[config.mk]
export PLATFORM = sky130hd
export DESIGN_NAME = proc_core
export DESIGN_NICKNAME = d
export VERILOG_FILES = /design/src/rtl/proc_pkg.sv /design/src/rtl/proc_regfile.sv /design/src/rtl/proc_core.sv
export SDC_FILE = /design/constraint.sdc
export NUM_CORES = 1
export LEC_CHECK = 0
export CORE_MARGIN = 3
export CORE_UTILIZATION = 54
export DETAILED_ROUTE_END_ITERATION = 7
export HOLD_SLACK_MARGIN = 0.06
export PLACE_DENSITY = 0.76
export RECOVER_POWER = 25
export SLEW_MARGIN = 0
export SYNTH_ARGS = -nofsm -noshare
export SYNTH_HDL_FRONTEND = slang
export SYNTH_SLANG_ARGS = --single-unit
[constraint.sdc]
create_clock -name clk -period 5.2 [get_ports clk]
set_input_delay 1.04 -clock clk [delete_from_list [all_inputs] [get_ports clk]]
set_output_delay 1.04 -clock clk [all_outputs]
set_load 0.03 [all_outputs]
[src/rtl/proc_pkg.sv]
// Shared types and constants for the accumulator processor core.
package proc_pkg;

   localparam int RETIRED_W = 16;

   typedef enum logic [2:0] {
      OP_ADD  = 3'd0,
      OP_SUB  = 3'd1,
      OP_LDI  = 3'd2,
      OP_MOV  = 3'd3,
      OP_LW   = 3'd4,
      OP_SW   = 3'd5,
      OP_BEQZ = 3'd6,
      OP_HALT = 3'd7
   } opcode_e;

   typedef enum logic [2:0] {
      ST_FETCH  = 3'd0,
      ST_DECODE = 3'd1,
      ST_EXEC   = 3'd2,
      ST_MEM    = 3'd3,
      ST_HALT   = 3'd4
   } state_e;

   // True when v is a positive power of two; used for parameter legality.
   function automatic bit is_pow2(input int v);
      return (v > 0) && ((v & (v - 1)) == 0);
   endfunction

endpackage

[src/rtl/proc_regfile.sv]
// Register file: REG_DEPTH x DATA_W, asynchronous read, synchronous write,
// synchronous clear on rst.
module proc_regfile #(
   parameter int DATA_W    = 8,
   parameter int REG_DEPTH = 4
) (
   input  logic                         clk,
   input  logic                         rst,
   input  logic                         we,
   input  logic [$clog2(REG_DEPTH)-1:0] waddr,
   input  logic [DATA_W-1:0]            wdata,
   input  logic [$clog2(REG_DEPTH)-1:0] raddr,
   output logic [DATA_W-1:0]            rdata
);

   logic [DATA_W-1:0] regs_r [REG_DEPTH];

   // Clear all entries on reset, otherwise write one entry when enabled.
   always_ff @(posedge clk) begin
      if (rst) begin
         for (int i = 0; i < REG_DEPTH; i++) begin
            regs_r[i] <= '0;
         end
      end else if (we) begin
         regs_r[waddr] <= wdata;
      end
   end

   assign rdata = regs_r[raddr];

endmodule

[src/rtl/proc_core.sv]
// Multi-cycle accumulator processor: FETCH -> DECODE -> EXEC (-> MEM for LW),
// single shared memory port for instructions and data.
module proc_core
   import proc_pkg::*;
#(
   parameter int DATA_W    = 8,
   parameter int REG_DEPTH = 4
) (
   input  logic                 clk,
   input  logic                 rst,
   output logic [DATA_W-1:0]    mem_addr,
   output logic [DATA_W-1:0]    mem_wdata,
   output logic                 mem_we,
   input  logic [DATA_W-1:0]    mem_rdata,
   output logic [DATA_W-1:0]    pc_out,
   output logic [DATA_W-1:0]    acc_out,
   output logic                 halted,
   output logic [RETIRED_W-1:0] retired
);

   localparam int IDX_W = $clog2(REG_DEPTH);
   localparam int IMM_W = DATA_W - 3;

   localparam bit PARAMS_OK = (DATA_W >= 6) && (DATA_W <= 16) &&
                              (REG_DEPTH >= 2) && is_pow2(REG_DEPTH) &&
                              (REG_DEPTH <= (1 << (DATA_W - 3)));

   generate
      if (!PARAMS_OK) begin : g_param_check
         $error("proc_core: illegal DATA_W/REG_DEPTH combination");
      end
   endgenerate

   state_e                 state_r, state_s;
   logic [DATA_W-1:0]      pc_r, acc_r, ir_r;
   logic [RETIRED_W-1:0]   retired_r;
   logic                   halted_r;

   opcode_e                opcode_s;
   logic [IMM_W-1:0]       imm_s;
   logic [IDX_W-1:0]       idx_s;
   logic [DATA_W-1:0]      sext_s;
   logic [DATA_W-1:0]      rf_rdata_s;
   logic                   rf_we_s;
   logic [DATA_W-1:0]      rf_wdata_s;
   logic [DATA_W-1:0]      mem_addr_s, mem_wdata_s;
   logic                   mem_we_s;
   logic                   retire_s;

   assign opcode_s = opcode_e'(ir_r[DATA_W-1 -: 3]);
   assign imm_s    = ir_r[IMM_W-1:0];
   assign idx_s    = imm_s[IDX_W-1:0];
   assign sext_s   = {{3{imm_s[IMM_W-1]}}, imm_s};

   proc_regfile #(
      .DATA_W    (DATA_W),
      .REG_DEPTH (REG_DEPTH)
   ) u_regfile (
      .clk   (clk),
      .rst   (rst),
      .we    (rf_we_s),
      .waddr (idx_s),
      .wdata (rf_wdata_s),
      .raddr (idx_s),
      .rdata (rf_rdata_s)
   );

   // Next-state, memory port, register-file write and retire decode.
   always_comb begin
      state_s     = state_r;
      mem_addr_s  = pc_r;
      mem_wdata_s = '0;
      mem_we_s    = 1'b0;
      rf_we_s     = 1'b0;
      rf_wdata_s  = '0;
      retire_s    = 1'b0;
      case (state_r)
         ST_FETCH:  state_s = ST_DECODE;
         ST_DECODE: state_s = ST_EXEC;
         ST_EXEC: begin
            case (opcode_s)
               OP_MOV: begin
                  rf_we_s    = 1'b1;
                  rf_wdata_s = acc_r;
                  retire_s   = 1'b1;
                  state_s    = ST_FETCH;
               end
               OP_LW: begin
                  mem_addr_s = acc_r;
                  state_s    = ST_MEM;
               end
               OP_SW: begin
                  // A reset arriving on this edge must not leave a stray store.
                  mem_addr_s  = acc_r;
                  mem_wdata_s = rf_rdata_s;
                  mem_we_s    = !rst;
                  retire_s    = 1'b1;
                  state_s     = ST_FETCH;
               end
               OP_HALT: begin
                  retire_s = 1'b1;
                  state_s  = ST_HALT;
               end
               default: begin
                  retire_s = 1'b1;
                  state_s  = ST_FETCH;
               end
            endcase
         end
         ST_MEM: begin
            mem_addr_s = acc_r;
            rf_we_s    = 1'b1;
            rf_wdata_s = mem_rdata;
            retire_s   = 1'b1;
            state_s    = ST_FETCH;
         end
         ST_HALT: state_s = ST_HALT;
         default: state_s = ST_FETCH;
      endcase
   end

   // FSM state register and halted flag.
   always_ff @(posedge clk) begin
      if (rst) begin
         state_r  <= ST_FETCH;
         halted_r <= 1'b0;
      end else begin
         state_r  <= state_s;
         halted_r <= (state_s == ST_HALT);
      end
   end

   // Instruction register, PC and accumulator updates.
   always_ff @(posedge clk) begin
      if (rst) begin
         ir_r  <= '0;
         pc_r  <= '0;
         acc_r <= '0;
      end else if (state_r == ST_DECODE) begin
         ir_r <= mem_rdata;
         pc_r <= pc_r + DATA_W'(1);
      end else if (state_r == ST_EXEC) begin
         case (opcode_s)
            OP_ADD:  acc_r <= acc_r + rf_rdata_s;
            OP_SUB:  acc_r <= acc_r - rf_rdata_s;
            OP_LDI:  acc_r <= sext_s;
            OP_BEQZ: begin
               // Taken branch replaces the increment done in DECODE.
               if (acc_r == '0) begin
                  pc_r <= rf_rdata_s;
               end
            end
            default: ;
         endcase
      end
   end

   // Saturating count of completed instructions.
   always_ff @(posedge clk) begin
      if (rst) begin
         retired_r <= '0;
      end else if (retire_s && (retired_r != {RETIRED_W{1'b1}})) begin
         retired_r <= retired_r + RETIRED_W'(1);
      end
   end

   assign mem_addr  = mem_addr_s;
   assign mem_wdata = mem_wdata_s;
   assign mem_we    = mem_we_s;
   assign pc_out    = pc_r;
   assign acc_out   = acc_r;
   assign halted    = halted_r;
   assign retired   = retired_r;

endmodule

==> impl_metrics.prom, run 1 <==
# TYPE chip_impl_metric gauge
chip_impl_info{name="outcome",value="complete, no violations"} 1
chip_impl_metric{name="io-pin-count",unit=""} 60
chip_impl_metric{name="synthToLayoutAreaGrowth",unit="%"} 20.8
chip_impl_metric{name="rr_worst_depth",unit=""} 11
chip_impl_info{name="timing.rr.end",value="acc_out[7]$_SDFFE_PP0P_"} 1
chip_impl_metric{name="max-slew-margin-rel",unit=""} 0.219
chip_impl_metric{name="drt_pass1_iterations",unit=""} 5
chip_impl_metric{name="synth.top_cell.area_share",unit=""} 0.235
chip_impl_metric{name="setup-violations-final",unit=""} 0
chip_impl_info{name="final_cell_mix",value="sky130_fd_sc_hd__nor2_1 (65), sky130_fd_sc_hd__clkdlybuf4s50_1 (58), sky130_fd_sc_hd__dfxtp_1 (46), sky130_fd_sc_hd__nand2_1 (42), sky130_fd_sc_hd__edfxtp_1 (32)"} 1
chip_impl_info{name="cts.root.buffer_cell",value="sky130_fd_sc_hd__clkbuf_8"} 1
chip_impl_metric{name="totalWireLength",unit="um"} 10500
chip_impl_metric{name="period_minus_slack",unit="ns"} 4.22
chip_impl_metric{name="seq_area_frac_synth",unit=""} 0.461
chip_impl_metric{name="post_syn_area",unit="um^2"} 4080
chip_impl_info{name="worstHoldEndpoint",value="ir_r[4]$_SDFFE_PP0P_"} 1
chip_impl_metric{name="power.sequential.fraction",unit=""} 0.490
chip_impl_metric{name="yosys.cell_types.count",unit=""} 54
chip_impl_metric{name="min_period_over_period",unit=""} 0.811
chip_impl_metric{name="clockPowerShare",unit=""} 0.333
chip_impl_metric{name="sw_frac_of_total",unit=""} 0.289
chip_impl_metric{name="ys.warnings.count",unit=""} 0
chip_impl_metric{name="hold_viol",unit=""} 0
chip_impl_metric{name="cp_data_required_time",unit="ns"} 4.16
chip_impl_metric{name="synthesis.instances",unit=""} 426
chip_impl_info{name="cp-start-kind",value="primary input"} 1
chip_impl_metric{name="reg2reg_slack",unit="ns"} 1.48
chip_impl_metric{name="number_of_cts_inserted_buffers",unit=""} 9
chip_impl_metric{name="post_dp_cell_area",unit="um^2"} 4730
chip_impl_metric{name="fp.dieH",unit="um"} 92.9
chip_impl_metric{name="cts.path.max_buffers",unit=""} 2
chip_impl_metric{name="fin_nets",unit=""} 500
chip_impl_info{name="yosys-top-cells-area",value="sky130_fd_sc_hd__edfxtp_1 (24%), sky130_fd_sc_hd__dfxtp_1 (23%), sky130_fd_sc_hd__nor2_1 (6.0%)"} 1
chip_impl_metric{name="clock_latency_reported_for_the_late_side_of_the_worst_skew_pair",unit="ns"} 0.35
chip_impl_info{name="dominantRegCellSynth",value="sky130_fd_sc_hd__dfxtp_1"} 1
chip_impl_metric{name="max_clock_freq",unit="GHz"} 0.237
chip_impl_metric{name="pwr-share-comb",unit=""} 0.178
chip_impl_metric{name="number_of_vias_in_the_routed_layout",unit=""} 3491
chip_impl_metric{name="whs",unit="ns"} 0.469
chip_impl_metric{name="gpl.final_weighted_congestion",unit=""} 0.978
chip_impl_metric{name="grt_util_all_layers",unit=""} 0.252
chip_impl_metric{name="cts_num_sinks",unit=""} 78
chip_impl_metric{name="drt-vias-per-instance",unit=""} 5.99
chip_impl_metric{name="starting_density_of_the_core",unit=""} 0.560
chip_impl_metric{name="cts_max_level",unit=""} 3
chip_impl_info{name="layout.cells.most_common",value="sky130_fd_sc_hd__nor2_1"} 1
chip_impl_metric{name="grt.overflow.total",unit=""} 0
chip_impl_metric{name="internal_power_summed_over_all_cells",unit="mW"} 0.999
chip_impl_metric{name="grt_start_max_net_pins",unit=""} 27
chip_impl_metric{name="multiInputGateArea",unit="um^2"} 2090
chip_impl_metric{name="max-vdd-ir-drop",unit="uV"} 135
chip_impl_metric{name="grt_pass1_wl",unit="um"} 16700
chip_impl_metric{name="n_antenna_cell",unit=""} 0
chip_impl_metric{name="synth_enable_flop_cells",unit=""} 32
chip_impl_metric{name="route.detailed.drc",unit=""} 0
chip_impl_metric{name="pre_cts_ws",unit="ns"} 1.50
chip_impl_metric{name="synth-async-reset-ratio",unit=""} 0
chip_impl_metric{name="pwr_density_cell",unit="nW/um^2"} 285
chip_impl_metric{name="core_footprint",unit="um^2"} 7290
chip_impl_metric{name="postCtsResizedCells",unit=""} 0
chip_impl_metric{name="place.detailed.hpwl",unit="um"} 7550
chip_impl_metric{name="crit_path_max_fanout",unit=""} 26
chip_impl_info{name="worstHoldStart",value="ir_r[4]$_SDFFE_PP0P_"} 1
chip_impl_metric{name="die_w",unit="um"} 92.9
chip_impl_info{name="rsz0062_at_grt",value="no"} 1
chip_impl_metric{name="detail_route.wl_per_cell",unit="um"} 18.0
chip_impl_metric{name="first_global_vias",unit=""} 3341
chip_impl_metric{name="worst_setup_hold_path_clk_slew",unit="ns"} 0.08
chip_impl_info{name="tritoncts_clock_tree",value="built"} 1
chip_impl_metric{name="finalWorstSetupSlack",unit="ns"} 0.983
chip_impl_metric{name="synth_area_per_cell",unit="um^2"} 9.58
chip_impl_metric{name="leak_pwr",unit="nW"} 1.71
chip_impl_metric{name="setup_tns",unit="ns"} 0
chip_impl_metric{name="drtIter0Drc",unit=""} 213
chip_impl_metric{name="num_rows",unit=""} 31
chip_impl_metric{name="fillers",unit=""} 637
chip_impl_metric{name="timing.hold.worst_path_depth",unit=""} 2
chip_impl_metric{name="net-switching-power",unit="mW"} 0.406
chip_impl_info{name="crit_type",value="in -> out"} 1
chip_impl_metric{name="number_of_antenna_violations_at_the_first_check_in_global_routing",unit=""} 0
chip_impl_metric{name="max_cap_viol_count",unit=""} 0
chip_impl_metric{name="io_buffer_count",unit=""} 59
chip_impl_metric{name="timing.final.max_slew_violations",unit=""} 0
chip_impl_info{name="top_cell_type_by_total_area_after_synthesis",value="sky130_fd_sc_hd__edfxtp_1"} 1
chip_impl_info{name="end_kind",value="primary output"} 1
chip_impl_metric{name="worstMarginPinSlew",unit="ns"} 1.17
chip_impl_metric{name="cts.repair_timing.setup_buffer_count",unit=""} 0
chip_impl_info{name="min-delay-path-class",value="reg -> reg"} 1
chip_impl_metric{name="die_area",unit="um^2"} 8640
chip_impl_metric{name="synth.ff_latch_count",unit=""} 78
chip_impl_metric{name="drt.antenna.violating_nets",unit=""} 0
chip_impl_metric{name="final_layout_size_suffix_gt1_frac",unit=""} 0.0723
chip_impl_metric{name="crit_arrival",unit="ns"} 3.18
chip_impl_metric{name="synthesis.nets",unit=""} 447
chip_impl_metric{name="cts-hold-fix-buffers",unit=""} 0
chip_impl_metric{name="final-seq-area",unit="um^2"} 1880
chip_impl_metric{name="post_route_skew",unit="ns"} 0.00594
chip_impl_metric{name="fin_area",unit="um^2"} 4930
## registers in the layout (all words and copies together) (netlist names), named ones only
signal            cells
halted                1
pc_out                8
retired              16
ir_r                  8
acc_out               8
state_r               3
u_regfile.regs_r     32
## per-stage QoR
step | power (mW) | util | instances
global placement | 0.941 | 0.649 | 567
CTS | 1.41 | 0.677 | 583
detailed placement | 0.948 | 0.649 | 567
finish | 1.41 | 0.676 | 583
floorplan | 0.873 | - | 426
global route | 1.47 | 0.676 | 583
## worst max-delay path: stages
cell and delay, ns:
sky130_fd_sc_hd__dlygate4sd3_1 0.52, sky130_fd_sc_hd__clkbuf_1 0.86, sky130_fd_sc_hd__nor2b_1 0.11, sky130_fd_sc_hd__clkdlybuf4s50_1 0.64
## Yosys cell counts (2+ instances only)
library cell,count
sky130_fd_sc_hd__nor2_1,65
sky130_fd_sc_hd__dfxtp_1,46
sky130_fd_sc_hd__nand2_1,42
sky130_fd_sc_hd__edfxtp_1,32
sky130_fd_sc_hd__a21oi_1,29
sky130_fd_sc_hd__clkbuf_1,18
sky130_fd_sc_hd__nor3_1,15
sky130_fd_sc_hd__nand3_1,13
sky130_fd_sc_hd__xor2_1,13
sky130_fd_sc_hd__and2_1,11
sky130_fd_sc_hd__ha_1,10
sky130_fd_sc_hd__a22oi_1,9
sky130_fd_sc_hd__xnor2_1,9
sky130_fd_sc_hd__inv_1,8
sky130_fd_sc_hd__mux4_2,8
sky130_fd_sc_hd__nand2b_1,7
sky130_fd_sc_hd__o21ai_0,7
sky130_fd_sc_hd__and3_1,6
sky130_fd_sc_hd__mux2_2,6
sky130_fd_sc_hd__and4_1,5
sky130_fd_sc_hd__nor2b_1,5
sky130_fd_sc_hd__a211oi_1,4
sky130_fd_sc_hd__nand4_1,4
sky130_fd_sc_hd__nor3b_1,4
sky130_fd_sc_hd__o21ai_1,4
sky130_fd_sc_hd__or3_1,4
sky130_fd_sc_hd__a2111oi_0,3
sky130_fd_sc_hd__mux2i_1,3
sky130_fd_sc_hd__o211ai_1,3
sky130_fd_sc_hd__o21a_1,3
sky130_fd_sc_hd__o21bai_1,3
sky130_fd_sc_hd__a31oi_1,2
sky130_fd_sc_hd__nor3_4,2
sky130_fd_sc_hd__o2111a_1,2
sky130_fd_sc_hd__or3_4,2
## kinds of logic (layout without fill, tap and decap cells)
family          Yosys count  in the layout  share of synthesized area
fa+ha+maj                11             11                     0.0356
xor+xnor                 22             22                     0.0472
compound gates           77             77                      0.122
buf+inv                  28             86                     0.0279
mux                      18             18                     0.0708
flops                    78             78                      0.461
simple gates            192            192                      0.235
## power groups by stage
stage,combinational [mW],clock [mW],sequential (mW)
finish,0.250,0.468,0.688
global route,0.274,0.500,0.692
CTS,0.248,0.474,0.688
detailed placement,0.246,0,0.702
floorplan,0.175,0,0.698
global placement,0.241,0,0.701
## worst max-delay path by stage
stage / end / cells after the start / startpoint
floorplan: acc_out[7]$_SDFFE_PP0P_ / 12 / flip-flop
global placement: acc_out[7]$_SDFFE_PP0P_ / 11 / flip-flop
detailed placement: acc_out[7]$_SDFFE_PP0P_ / 11 / flip-flop
CTS: acc_out[7]$_SDFFE_PP0P_ / 11 / flip-flop
global route: mem_we / 4 / rst
finish: mem_we / 4 / rst
## metal layers
layer	GRT usage	share of wire	vias up	wire [um]
li1	-	-	1642	-
met1	0.329	0.43	1692	4470
met2	0.400	0.48	131	5030
met3	0.0585	0.068	26	709
met4	0.111	0.026	0	275
met5	0	0	-	0
## layout make-up
class | count | share of cell area
clock buffer | 10 | 0.0279
clock inverter | 6 | 0.0137
timing repair buffer | 62 | 0.123
sequential | 78 | 0.382
multi-input combinational | 320 | 0.423
tap | 99 | 0.0251
inverter | 8 | 0.00609
Power figures use the tool's default switching activity.
==> inputs of run 2 (changes only) <==
Settings changed: CORE_UTILIZATION 54 to 49, PLACE_DENSITY 0.76 to 0.73.
Clock period 5.2 ns to 3.4 ns, I/O delays scaled along.
==> impl_metrics.prom, run 2 (synthesis gave the netlist of run 1 again) <==
# TYPE chip_impl_metric gauge
chip_impl_info{name="outcome",value="complete, no violations"} 1
chip_impl_metric{name="grt_pass1_wl",unit="um"} 16800
chip_impl_metric{name="max-vdd-ir-drop",unit="uV"} 231
chip_impl_metric{name="number_of_vias_in_the_routed_layout",unit=""} 3409
chip_impl_metric{name="leak_pwr",unit="nW"} 1.79
chip_impl_metric{name="route.detailed.drc",unit=""} 0
chip_impl_metric{name="clock_latency_reported_for_the_late_side_of_the_worst_skew_pair",unit="ns"} 0.35
chip_impl_info{name="tritoncts_clock_tree",value="built"} 1
chip_impl_metric{name="grt_util_all_layers",unit=""} 0.222
chip_impl_metric{name="cts_num_sinks",unit=""} 78
chip_impl_metric{name="place.detailed.hpwl",unit="um"} 7540
chip_impl_info{name="final_cell_mix",value="sky130_fd_sc_hd__nor2_1 (64), sky130_fd_sc_hd__clkdlybuf4s50_1 (56), sky130_fd_sc_hd__dfxtp_1 (45), sky130_fd_sc_hd__nand2_1 (42), sky130_fd_sc_hd__edfxtp_1 (32)"} 1
chip_impl_metric{name="totalWireLength",unit="um"} 10400
chip_impl_metric{name="core_footprint",unit="um^2"} 7890
chip_impl_metric{name="drt.antenna.violating_nets",unit=""} 0
chip_impl_info{name="cts.root.buffer_cell",value="sky130_fd_sc_hd__clkbuf_8"} 1
chip_impl_metric{name="period_minus_slack",unit="ns"} 3.27
chip_impl_info{name="min-delay-path-class",value="reg -> reg"} 1
chip_impl_metric{name="final_layout_size_suffix_gt1_frac",unit=""} 0.108
chip_impl_info{name="end_kind",value="flip-flop"} 1
chip_impl_metric{name="grt_start_max_net_pins",unit=""} 50
chip_impl_metric{name="timing.final.max_slew_violations",unit=""} 0
chip_impl_metric{name="crit_arrival",unit="ns"} 3.55
chip_impl_metric{name="io-pin-count",unit=""} 60
chip_impl_metric{name="drt-vias-per-instance",unit=""} 5.68
chip_impl_metric{name="min_period_over_period",unit=""} 0.961
chip_impl_metric{name="number_of_cts_inserted_buffers",unit=""} 9
chip_impl_metric{name="post_dp_cell_area",unit="um^2"} 4840
chip_impl_metric{name="crit_path_max_fanout",unit=""} 4
chip_impl_metric{name="met3_usage_grt",unit=""} 0.0359
chip_impl_metric{name="max_cap_viol_count",unit=""} 0
chip_impl_metric{name="hold_viol",unit=""} 0
chip_impl_metric{name="gpl.final_weighted_congestion",unit=""} 0.911
chip_impl_metric{name="worstMarginPinSlew",unit="ns"} 0.674
chip_impl_metric{name="largest_register_ff_count",unit=""} 32
chip_impl_info{name="crit_type",value="reg -> reg"} 1
chip_impl_metric{name="die_area",unit="um^2"} 9460
chip_impl_metric{name="detail_route.wl_per_cell",unit="um"} 17.4
chip_impl_metric{name="max-slew-margin-rel",unit=""} 0.539
chip_impl_info{name="busiest_layer",value="met2"} 1
chip_impl_metric{name="io_buffer_count",unit=""} 59
chip_impl_metric{name="fp.dieH",unit="um"} 97.3
chip_impl_info{name="cp-start-kind",value="flip-flop"} 1
chip_impl_metric{name="number_of_antenna_violations_at_the_first_check_in_global_routing",unit=""} 0
chip_impl_metric{name="use_met2",unit=""} 0.366
chip_impl_metric{name="n_antenna_cell",unit=""} 0
chip_impl_metric{name="num_rows",unit=""} 32
chip_impl_metric{name="grt.overflow.total",unit=""} 0
chip_impl_metric{name="setup-violations-final",unit=""} 0
chip_impl_metric{name="post_route_skew",unit="ns"} 0.00702
chip_impl_metric{name="power",unit="mW"} 2.19
chip_impl_metric{name="cp_data_required_time",unit="ns"} 3.68
chip_impl_metric{name="fin_nets",unit=""} 514
chip_impl_info{name="regMostFlops",value="u_regfile.regs_r"} 1
chip_impl_metric{name="fin_area",unit="um^2"} 5060
chip_impl_metric{name="drtIter0Drc",unit=""} 189
chip_impl_metric{name="max_clock_freq",unit="GHz"} 0.306
chip_impl_metric{name="pwr_density_cell",unit="nW/um^2"} 433
chip_impl_metric{name="cts.repair_timing.setup_buffer_count",unit=""} 0
chip_impl_metric{name="synthToLayoutAreaGrowth",unit="%"} 24.0
chip_impl_metric{name="starting_density_of_the_core",unit=""} 0.517
chip_impl_metric{name="drt_pass1_iterations",unit=""} 5
chip_impl_metric{name="cts.path.max_buffers",unit=""} 2
chip_impl_metric{name="global_route.usage.met1",unit=""} 0.288
chip_impl_metric{name="cts_max_level",unit=""} 3
chip_impl_metric{name="first_global_vias",unit=""} 3372
chip_impl_info{name="layout.cells.most_common",value="sky130_fd_sc_hd__nor2_1"} 1
chip_impl_metric{name="die_w",unit="um"} 97.3
chip_impl_metric{name="worst_setup_hold_path_clk_slew",unit="ns"} 0.08
## run 2: cell types whose count changed in the layout (fill, tap and decap cells not counted), sizes merged
cell,before,now
dlygate4sd3,1,2
clkdlybuf4s50,58,56
clkbuf,12,13
buf,1,16
inv,10,9
## run 2: path summary, 6_finish.rpt
check,startpoint,to,slack (ns),depth (start not counted)
worst min register to register,ir_r[2]$_SDFFE_PP0P_,ir_r[2]$_SDFFE_PP0P_,0.46,2
worst min-delay path,ir_r[2]$_SDFFE_PP0P_,ir_r[2]$_SDFFE_PP0P_,0.46,2
worst max-delay path,flip-flop,acc_out[7]$_SDFFE_PP0P_,0.13,10
worst max register to register,flip-flop,acc_out[7]$_SDFFE_PP0P_,0.13,10
## run 2: power by group
part	switching [mW]	leakage (nW)	internal [mW]	total, mW
registers	0.0422	0.705	1.01	1.05
clock network	0.350	0.104	0.379	0.728
logic	0.231	0.978	0.183	0.414
## run 2: final cells by class
| class | instances | area [um^2] |
|---|---|---|
| timing repair buffer | 76 | 712 |
| tap | 102 | 128 |
| clock inverter | 5 | 56.3 |
| clock buffer | 11 | 151 |
| fill | 654 | 2830 |
| inverter | 8 | 30.0 |
| sequential | 78 | 1890 |
| multi-input combinational | 320 | 2100 |
## run 2: repair_timing
action	4_1_cts	5_1_grt
setup endpoints to repair	1	1
hold buffers	0	0
gates resized for setup	1	7
## run 2: worst max-delay path, cell delays in order, from the launching register on
cell and delay [ns]:
sky130_fd_sc_hd__dfxtp_4 0.39, sky130_fd_sc_hd__mux4_2 0.54, sky130_fd_sc_hd__or3_4 0.43, sky130_fd_sc_hd__o31ai_1 0.30, sky130_fd_sc_hd__xor2_1 0.12, sky130_fd_sc_hd__ha_1 0.34, sky130_fd_sc_hd__o21a_1 0.13, sky130_fd_sc_hd__nor2_1 0.05
sky130_fd_sc_hd__or4_1 0.46, sky130_fd_sc_hd__a211o_1 0.30, sky130_fd_sc_hd__a31oi_1 0.15
## run 2: stage by stage
| step | cells | hold slack, ns | utilization | setup TNS, ns | setup slack (ns) |
|---|---|---|---|---|---|
| 3_5_place_dp | 584 | 0.448 | 0.614 | 0 | 0.00289 |
| 2_1_floorplan | 426 | 0.436 | - | 0 | 0.155 |
| 5_1_grt | 600 | 0.476 | 0.642 | -0.0534 | -0.0534 |
| 6_report | 600 | 0.464 | 0.642 | 0 | 0.132 |
| 4_1_cts | 600 | 0.459 | 0.640 | 0 | 0.0763 |
| 3_3_place_gp | 584 | 0.443 | 0.614 | 0 | 0.0966 |
## run 2: per-layer routing
metal  part of all wire  vias up
li1                   -     1674
met5                  0        -
met3              0.067       20
met4              0.024        0
met2               0.48      123
met1               0.42     1592
==> inputs of run 3 (changes only) <==
Settings changed: PLACE_DENSITY 0.73 to unset, PLACE_DENSITY_LB_ADDON set to 0.05.
==> impl_metrics.prom, run 3 (synthesis gave the netlist of run 1 again) <==
# TYPE chip_impl_metric gauge
chip_impl_metric{name="worstMarginPinSlew",unit="ns"} 1.02
chip_impl_info{name="tritoncts_clock_tree",value="built"} 1
chip_impl_metric{name="io_buffer_count",unit=""} 59
chip_impl_metric{name="timing.final.max_slew_violations",unit=""} 0
chip_impl_metric{name="route.detailed.drc",unit=""} 0
chip_impl_metric{name="crit_arrival",unit="ns"} 3.51
chip_impl_metric{name="first_global_vias",unit=""} 3261
chip_impl_metric{name="min_period_over_period",unit=""} 0.950
chip_impl_metric{name="grt.overflow.total",unit=""} 0
chip_impl_metric{name="period_minus_slack",unit="ns"} 3.23
chip_impl_metric{name="internal_power_summed_over_all_cells",unit="mW"} 1.67
chip_impl_metric{name="num_rows",unit=""} 32
chip_impl_info{name="timing.rr.end",value="acc_out[7]$_SDFFE_PP0P_"} 1
chip_impl_metric{name="sw_frac_of_total",unit=""} 0.271
chip_impl_metric{name="max-slew-margin-rel",unit=""} 0.323
chip_impl_metric{name="totalWireLength",unit="um"} 10500
chip_impl_metric{name="power",unit="mW"} 2.30
chip_impl_metric{name="pwr-share-comb",unit=""} 0.178
chip_impl_metric{name="drt.antenna.violating_nets",unit=""} 0
chip_impl_metric{name="power.sequential.fraction",unit=""} 0.458
chip_impl_metric{name="final_layout_size_suffix_gt1_frac",unit=""} 0.102
chip_impl_info{name="cp-start-kind",value="flip-flop"} 1
chip_impl_metric{name="die_area",unit="um^2"} 9460
chip_impl_metric{name="cts_max_level",unit=""} 3
chip_impl_metric{name="fillers",unit=""} 650
chip_impl_metric{name="grt_util_all_layers",unit=""} 0.224
chip_impl_metric{name="post_dp_cell_area",unit="um^2"} 4840
chip_impl_metric{name="cts.path.max_buffers",unit=""} 2
chip_impl_metric{name="drt_pass1_iterations",unit=""} 5
chip_impl_info{name="crit_type",value="reg -> reg"} 1
chip_impl_metric{name="worst_setup_hold_path_clk_slew",unit="ns"} 0.09
chip_impl_metric{name="fin_area",unit="um^2"} 5080
chip_impl_metric{name="number_of_antenna_violations_at_the_first_check_in_global_routing",unit=""} 0
chip_impl_metric{name="clock_latency_reported_for_the_late_side_of_the_worst_skew_pair",unit="ns"} 0.35
chip_impl_metric{name="core_footprint",unit="um^2"} 7890
chip_impl_metric{name="hold_viol",unit=""} 0
chip_impl_metric{name="gpl.final_weighted_congestion",unit=""} 0.932
chip_impl_info{name="outcome",value="complete, no violations"} 1
chip_impl_info{name="min-delay-path-class",value="reg -> reg"} 1
chip_impl_metric{name="cp_data_required_time",unit="ns"} 3.68
chip_impl_metric{name="drt-vias-per-instance",unit=""} 5.82
chip_impl_metric{name="leak_pwr",unit="nW"} 1.80
chip_impl_metric{name="detail_route.wl_per_cell",unit="um"} 17.5
chip_impl_metric{name="post_route_skew",unit="ns"} 0.00778
chip_impl_info{name="worstHoldStart",value="ir_r[2]$_SDFFE_PP0P_"} 1
chip_impl_info{name="regMostFlops",value="u_regfile.regs_r"} 1
chip_impl_metric{name="pwr_density_cell",unit="nW/um^2"} 452
chip_impl_metric{name="die_w",unit="um"} 97.3
chip_impl_metric{name="max-vdd-ir-drop",unit="uV"} 299
chip_impl_metric{name="fin_nets",unit=""} 514
chip_impl_metric{name="number_of_cts_inserted_buffers",unit=""} 9
chip_impl_info{name="end_kind",value="flip-flop"} 1
chip_impl_metric{name="whs",unit="ns"} 0.469
chip_impl_metric{name="reg2reg_slack",unit="ns"} 0.17
chip_impl_metric{name="crit_path_max_fanout",unit=""} 6
chip_impl_metric{name="drtIter0Drc",unit=""} 208
chip_impl_info{name="layout.cells.most_common",value="sky130_fd_sc_hd__nor2_1"} 1
chip_impl_metric{name="cts.repair_timing.setup_buffer_count",unit=""} 0
chip_impl_info{name="cts.root.buffer_cell",value="sky130_fd_sc_hd__clkbuf_8"} 1
chip_impl_metric{name="starting_density_of_the_core",unit=""} 0.517
chip_impl_metric{name="setup-violations-final",unit=""} 0
chip_impl_metric{name="n_antenna_cell",unit=""} 0
chip_impl_metric{name="synthToLayoutAreaGrowth",unit="%"} 24.4
chip_impl_metric{name="clockPowerShare",unit=""} 0.365
chip_impl_metric{name="max_cap_viol_count",unit=""} 0
chip_impl_metric{name="number_of_vias_in_the_routed_layout",unit=""} 3491
chip_impl_metric{name="grt_pass1_wl",unit="um"} 17000
chip_impl_metric{name="setup_tns",unit="ns"} 0
chip_impl_metric{name="timing.hold.worst_path_depth",unit=""} 2
chip_impl_metric{name="largest_register_ff_count",unit=""} 32
chip_impl_metric{name="place.detailed.hpwl",unit="um"} 7770
chip_impl_metric{name="fp.dieH",unit="um"} 97.3
chip_impl_metric{name="final_core_util",unit=""} 0.644
chip_impl_metric{name="rr_worst_depth",unit=""} 10
chip_impl_metric{name="cts_num_sinks",unit=""} 78
chip_impl_metric{name="io-pin-count",unit=""} 60
chip_impl_metric{name="grt_start_max_net_pins",unit=""} 50
chip_impl_metric{name="net-switching-power",unit="mW"} 0.623
chip_impl_info{name="rsz0062_at_grt",value="no"} 1
chip_impl_info{name="worstHoldEndpoint",value="ir_r[2]$_SDFFE_PP0P_"} 1
chip_impl_info{name="final_cell_mix",value="sky130_fd_sc_hd__nor2_1 (64), sky130_fd_sc_hd__clkdlybuf4s50_1 (54), sky130_fd_sc_hd__dfxtp_1 (45), sky130_fd_sc_hd__nand2_1 (42), sky130_fd_sc_hd__edfxtp_1 (32)"} 1
chip_impl_metric{name="cts-hold-fix-buffers",unit=""} 0
chip_impl_metric{name="max_clock_freq",unit="GHz"} 0.309
==> run 3: changes by cell type in the layout (fill, tap and decap cells not counted) <==
cell / delta
sky130_fd_sc_hd__buf_4: -1
sky130_fd_sc_hd__buf_6: -1
sky130_fd_sc_hd__bufinv_16: +2
sky130_fd_sc_hd__clkbuf_1: +2
sky130_fd_sc_hd__clkbuf_2: +1
sky130_fd_sc_hd__clkbuf_8: -2
sky130_fd_sc_hd__clkdlybuf4s50_1: -2
sky130_fd_sc_hd__dlygate4sd3_1: +2
sky130_fd_sc_hd__inv_4: -1
sky130_fd_sc_hd__o21ai_0: +1
sky130_fd_sc_hd__o21ai_2: -1
==> run 3: layout make-up <==
cell class	count	area, um^2	share of cell area
well taps	102	128	0.0251
flip-flops and latches	78	1890	0.371
clock inverters	6	110	0.0217
inverters	8	30.0	0.00591
repair buffers	76	702	0.138
clock buffers	10	128	0.0251
multi-input cells	320	2090	0.413
==> run 3: metal layers <==
layer  GRT usage  share of wire
met1       0.300           0.44
met2       0.358           0.47
met3      0.0309          0.070
met4       0.109          0.020
met5           0              0
==> run 3: how the worst max path moves through the flow <==
stage,slack (ns),end,cells past startpoint
6_report,0.17,acc_out[7]$_SDFFE_PP0P_,10
5_1_grt,0.008,acc_out[7]$_SDFFE_PP0P_,10
4_1_cts,0.09,acc_out[7]$_SDFFE_PP0P_,11
3_5_place_dp,-0.004,acc_out[7]$_SDFFE_PP0P_,11
3_3_place_gp,0.05,acc_out[7]$_SDFFE_PP0P_,11
2_1_floorplan,0.15,acc_out[7]$_SDFFE_PP0P_,12
==> run 3: through the flow <==
stage	cells	setup slack [ns]
after floorplan	426	0.155
after global placement	584	0.0548
after detailed placement	584	-0.00400
after CTS	600	0.0896
after global routing	600	0.00820
final	600	0.168
==> run 3: worst max-delay path, cell delays in order (launching register included) <==
cell	delay, ns
sky130_fd_sc_hd__dfxtp_4	0.40
sky130_fd_sc_hd__mux4_2	0.55
sky130_fd_sc_hd__or3_4	0.42
sky130_fd_sc_hd__o31ai_1	0.25
sky130_fd_sc_hd__xor2_1	0.11
sky130_fd_sc_hd__ha_1	0.34
sky130_fd_sc_hd__o21a_1	0.12
sky130_fd_sc_hd__nor2_1	0.05
sky130_fd_sc_hd__or4_1	0.47
sky130_fd_sc_hd__a211o_1	0.30
sky130_fd_sc_hd__a31oi_1	0.15
==> run 3: timing repair <==
item                                    4_1_cts  5_1_grt
endpoints found under the setup margin        1        1
resized for setup                             1        4
hold endpoints to repair                      0        0
pin swaps                                     0        0
==> run 3: power groups by stage <==
stage | clock network (mW) | registers (mW) | logic [mW]
finish | 0.838 | 1.05 | 0.408
global route | 0.888 | 1.06 | 0.444
CTS | 0.849 | 1.05 | 0.403
detailed placement | 0 | 1.07 | 0.400
global placement | 0 | 1.07 | 0.398
floorplan | 0 | 1.07 | 0.267
